File: config.mk
export PLATFORM = sky130hd
export DESIGN_NAME = md_ctrl
export DESIGN_NICKNAME = d
export VERILOG_FILES = /design/src/rtl/md_ctrl.sv
export SDC_FILE = /design/constraint.sdc
export NUM_CORES = 1
export LEC_CHECK = 0
export CORE_MARGIN = 1
export CORE_UTILIZATION = 25
export CTS_CLUSTER_SIZE = 20
export DETAILED_ROUTE_END_ITERATION = 8
export PLACE_DENSITY = 0.6
export SYNTH_ARGS = -nofsm -noshare
export SYNTH_HDL_FRONTEND = slang
export SYNTH_SLANG_ARGS = --single-unit
File: constraint.sdc
create_clock -name clk -period 2.1 [get_ports clk]
set_clock_uncertainty 0.2 [all_clocks]
set_input_delay 0.525 -clock clk [delete_from_list [all_inputs] [get_ports clk]]
set_output_delay 0.525 -clock clk [all_outputs]
set_load 0.005 [all_outputs]
File: src/rtl/md_ctrl.sv
// md_ctrl - sequencing controller for the shared multiply/divide unit.
//
// Decodes the EX-stage HI/LO-class op into unit start/op/mthi/mtlo controls,
// holds off ID-stage HI/LO instructions while the unit is busy, and watches
// the unit's busy window against the expected latency.
//
// Ports:
//   clk, reset   system clock, synchronous active-high reset
//   ex_valid     EX stage holds a real instruction
//   ex_md_op     EX HI/LO class (0 none, 1 mult, 2 multu, 3 div, 4 divu,
//                5 mthi, 6 mtlo, 7 mfhi, 8 mflo, 9-15 none)
//   id_uses_md   ID-stage instruction is a HI/LO-class op
//   md_busy      busy flag from the unit
//   md_start     start strobe to the unit
//   md_op        unit op: 00 mult, 01 multu, 10 div, 11 divu
//   md_mthi/mtlo write HI/LO from operand A
//   hilo_sel     EX read-back select: 0 HI, 1 LO
//   stall_id     freeze PC/IF/ID, bubble into EX
//   md_done      one-cycle completion pulse
//   proto_err    sticky protocol-error flag
//
// state   | meaning
// --------+--------------------------------------------------------------
// ST_IDLE | no operation in flight; unit expected idle
// ST_BUSY | operation started; counting busy cycles until md_busy drops
module md_ctrl #(
  parameter int MULT_LAT = 5,
  parameter int DIV_LAT  = 10,
  parameter int CNT_W    = 4
) (
  input  logic       clk,
  input  logic       reset,
  input  logic       ex_valid,
  input  logic [3:0] ex_md_op,
  input  logic       id_uses_md,
  input  logic       md_busy,
  output logic       md_start,
  output logic [1:0] md_op,
  output logic       md_mthi,
  output logic       md_mtlo,
  output logic       hilo_sel,
  output logic       stall_id,
  output logic       md_done,
  output logic       proto_err
);

  localparam logic [0:0] ST_IDLE = 1'b0;
  localparam logic [0:0] ST_BUSY = 1'b1;

  localparam logic [CNT_W-1:0] MULT_CNT = CNT_W'(MULT_LAT);
  localparam logic [CNT_W-1:0] DIV_CNT  = CNT_W'(DIV_LAT);

  logic [0:0]       st;
  logic [CNT_W-1:0] cnt;
  logic [CNT_W-1:0] exp_lat;
  logic [CNT_W-1:0] cnt_inc;
  logic [3:0]       op_m1;
  logic             is_mul;
  logic             is_div;
  logic             is_unit_op;
  logic             is_hilo_write;
  logic             blocked;
  logic             over_lat;
  logic             err_set;

  always_comb begin
    is_mul        = (ex_md_op == 4'd1) || (ex_md_op == 4'd2);
    is_div        = (ex_md_op == 4'd3) || (ex_md_op == 4'd4);
    is_unit_op    = is_mul || is_div;
    is_hilo_write = (ex_md_op >= 4'd1) && (ex_md_op <= 4'd6);
    // Unit is mid-operation: nothing new may be issued to it.
    blocked       = (st == ST_BUSY) && md_busy;

    md_start = ex_valid && is_unit_op && !blocked;
    op_m1    = ex_md_op - 4'd1;
    md_op    = is_unit_op ? op_m1[1:0] : 2'b00;
    md_mthi  = ex_valid && (ex_md_op == 4'd5) && !blocked;
    md_mtlo  = ex_valid && (ex_md_op == 4'd6) && !blocked;
    hilo_sel = (ex_md_op == 4'd8);
    stall_id = id_uses_md && (md_start || blocked);
    md_done  = (st == ST_BUSY) && !md_busy;

    cnt_inc  = (&cnt) ? cnt : cnt + CNT_W'(1);
    // One extra bit so the compare stays correct when cnt is saturated.
    over_lat = ({1'b0, cnt} + (CNT_W+1)'(1)) > {1'b0, exp_lat};

    err_set = ((st == ST_IDLE) && md_busy)
           || (blocked && ex_valid && is_hilo_write)
           || (blocked && over_lat)
           || (md_done && (cnt != exp_lat));
  end

  always_ff @(posedge clk) begin
    if (reset) begin
      st        <= ST_IDLE;
      cnt       <= '0;
      exp_lat   <= '0;
      proto_err <= 1'b0;
    end else begin
      proto_err <= proto_err | err_set;
      // md_start can only be high when idle or in the done cycle, so a
      // start in the done cycle reloads the window with no idle gap.
      if (md_start) begin
        st      <= ST_BUSY;
        cnt     <= '0;
        exp_lat <= is_mul ? MULT_CNT : DIV_CNT;
      end else if (md_done) begin
        st <= ST_IDLE;
      end else if (blocked) begin
        cnt <= cnt_inc;
      end
    end
  end

endmodule

==> metrics.md, run 1 <==
| Metric | Value |
|---|---|
| Status | finished, violations left |
| Failing checks | negative setup slack |
| Placed Cells | 142 |
| Hold depth | 2 |
| Final setup violation count | 6 |
| Total core area | 2540 sq um |
| Final instance area | 1150 sq um |
| Number of hold buffers added after CTS | 0 |
| Initial antenna violation count | 0 |
| Share of Yosys cell area claimed by the top area cell type | 23.1% |
| Layout area overhead | 66.0% |
| Final Hold Fails | 0 |
| Max-slew violation count | 0 |
| Layout Nets | 137 |
| Ant diodes | 0 |
| Worst slack, placed | -1.15 ns |
| Post-route clock period utilization | 114% |
| Routed wire length | 1720 um |
| CP max stage cell | nor4_4 |
| Die Span Y | 54.6 um |
| Ys Warns | 0 |
| Critical Path RT | 1.37 ns |
| # DRC | 0 |
| Total length of routed met3 wires | 89 um |
| DP Area | 1070 sq um |
| Post-Syn Nets | 95 |
| Initial Util | 27.2% |
| Sequential-to-total area share from yosys stat | 23.1% |
| Ports | 18 |
| Vias per inst | 4.82 |
| Syn_area_per_cell | 8.99 sq um |
| Overall Global Routing Usage | 13.2% |
| PortBufs | 17 |
| Worst-case reg-to-reg path depth | 7 |
| Slew @ Worst Pin | 0.360 ns |
| CTS tree | yes |
| Vias in the first global route | 693 |
| Yosys cell types | 31 |
| Root buf cell | clkbuf_4 |
| RSZ-0062 raised after global routing | yes |
| Cell count after synthesis | 77 |
| Cell area power density | 367 nW/um^2 |
| Layout cells sized above 1 | 47.9% |
| Worst min path class | reg -> reg |
| WHS | 0.335 ns |
| Synth cell count leaders | 9 x ha_1, 9 x nor2_1, 8 x dfxtp_1 |
| #FFs+latches synth | 8 |
| WS Path Type | in -> out |
| Post-synth EDFFs | 0 |
| Reg2reg start | cnt[2] |
| Setup slack, reg-to-reg | 0.20 ns |
| Clock Tree Buf Depth | 2 |
| Min-delay src | exp_lat[1] |
| Max incr delay on CP | 0.32 ns |
| Die X | 54.6 um |
| Row count | 18 |
| Drt pass-1 iters | 1 |
| Slew headroom | 75.7% |
| Leak pwr | 0.538 nW |
| Dpl hpwl | 1390 um |
| Crit-path cells | buf_8 -> buf_6 -> inv_8 -> ha_4 -> nor4_4 -> nor3_2 -> a22oi_2 -> nor2b_1 -> buf_2 |
| Met1 WL | 789 um |
| Detail Route Antenna Nets | 0 |
| Vias | 708 |
| Max frequency | 419 MHz |
| CP top delay family | simple AND/OR/NAND/NOR gates |
| Cell area after synthesis | 692 sq um |
| Synth Flop Type | dfxtp_1 |
| Max IR drop VDD | 288 uV |
| Wirelength per Cell | 11.7 um |
| Max-Cap Viols | 0 |
| Final worst slack | -0.288 ns |
| Largest net degree at the start of global routing | 8 |
| CP max FO | 3 |
| Total global routing overflow | 0 |
| Global placement routability congestion | 0.748 |
| First-pass GRT wire length | 2840 um |
| Hold endpoint | exp_lat[1] |
| Die area | 2980 sq um |
| Finished Layout Cells | 147 |
| Drt initial violations | 0 |
| Ranking of synthesized cells by area | dfxtp_1 23%, ha_1 16%, xor2_1 6.3% |
| Worst Setup End Kind | output pin |
| FF-to-FF End | proto_err |
| Uppermost layer routed | met4 |
| Skew-Pair Late Insertion Delay | 0.25 ns |
| Sink Count | 8 |
| CTS buffer count | 3 |
| H-tree Lvls | 1 |
| Buf+Inv Stages, Crit Path | 4 |
| Most area-hungry cell type in the Yosys netlist | dfxtp_1 |
| Startpoint Class | input port |
| Post-route minimum period | 2.39 ns |
| Ys async rst share | 0% |
| Reg clk slew, reported paths | 0.06 ns |
| Arrival time worst endpoint | 1.66 ns |
| Met2 routed WL | 830 um |
## per-stage QoR
step | utilization, % | power (W) | TNS (ns)
after floorplan | - | 0.000220 | -0.0175
after global placement | 42.1 | 0.000294 | -10.99
after detailed placement | 42.1 | 0.000296 | -11.39
after CTS | 43.9 | 0.000419 | -1.16
after global routing | 45.1 | 0.000446 | -1.49
final | 45.1 | 0.000422 | -1.27
## layout make-up
class                   count  area [sq um]
clock buffers               3          22.5
fillers                   262          1400
inverters                   6          30.0
multi-input cells          63           594
flip-flops and latches      8           160
well taps                  30          37.5
repair buffers             37           304
## registers in the layout, indices dropped and copies added, names as in the netlist
register and count:
exp_lat 2, cnt 4, st 1, proto_err 1
## power by group
group          internal [W]  total [W]  switching (W)
sequential         0.000157   0.000161     0.00000423
clock             0.0000655   0.000119      0.0000532
combinational     0.0000823   0.000142      0.0000596
## cell families (layout without fill, tap and decap cells)
group	count (synthesis)	after routing	synth area share [%]
buffers and inverters	6	46	3.25
flip-flops	8	8	23.1
multiplexers	2	2	2.89
AND/OR/NAND/NOR	36	36	37.1
AO/OA/AOI/OAI	11	11	11.0
adder cells (fa/ha/maj)	9	9	16.3
XOR/XNOR	5	5	6.33
## worst max path at each step
stage	startpoint	to	slack, ns	depth (start not counted)
floorplan	ex_md_op[1]	md_op[0]	-0.01	5
global placement	ex_md_op[1]	md_op[0]	-1.15	6
detailed placement	ex_md_op[1]	md_op[0]	-1.15	6
CTS	ex_md_op[0]	stall_id	-0.30	8
global route	ex_md_op[0]	stall_id	-0.36	9
finish	ex_md_op[0]	stall_id	-0.29	9
## cell usage in the layout, fill, tap and decap left out, types with 3 or more instances in the layout
master           synthesis  final
a21oi_1                  3      3
buf_6                    0      6
dlygate4sd2_1            0      3
ha_4                     0      4
buf_4                    0     16
clkdlybuf4s50_1          0      3
xor2_1                   5      5
ha_1                     9      4
clkbuf_4                 0      3
dfxtp_1                  8      8
nor2_1                   9      7
nand3_1                  5      5
inv_1                    6      4
buf_2                    0      6
## worst register-to-register path: cells and delay by family, from the launching register on
family,cells,cell delay [ns]
flops,1,0.43
compound gates,3,0.36
simple gates,2,0.34
fa+ha+maj,1,0.28
xor+xnor,1,0.19
## routing by layer
metal  up-vias  GRT usage, %
li1        369             -
met1       320          14.9
met2        17          24.1
met3         2          3.89
met4         0          2.56
met5         -             0
## repair_timing
item | in CTS | in global routing
resized for setup | 55 | 10
setup endpoints to repair | 16 | 8
pin swaps | 8 | 7
hold endpoints to repair | 0 | 0
buffers inserted | 0 | 2
Power figures use the tool's default switching activity.
==> inputs of run 2 (changes only) <==
Settings changed: GPL_ROUTABILITY_DRIVEN set to 0.
==> results of run 2 <==
The final DEF is identical to that of run 1; final timing and power are the same.
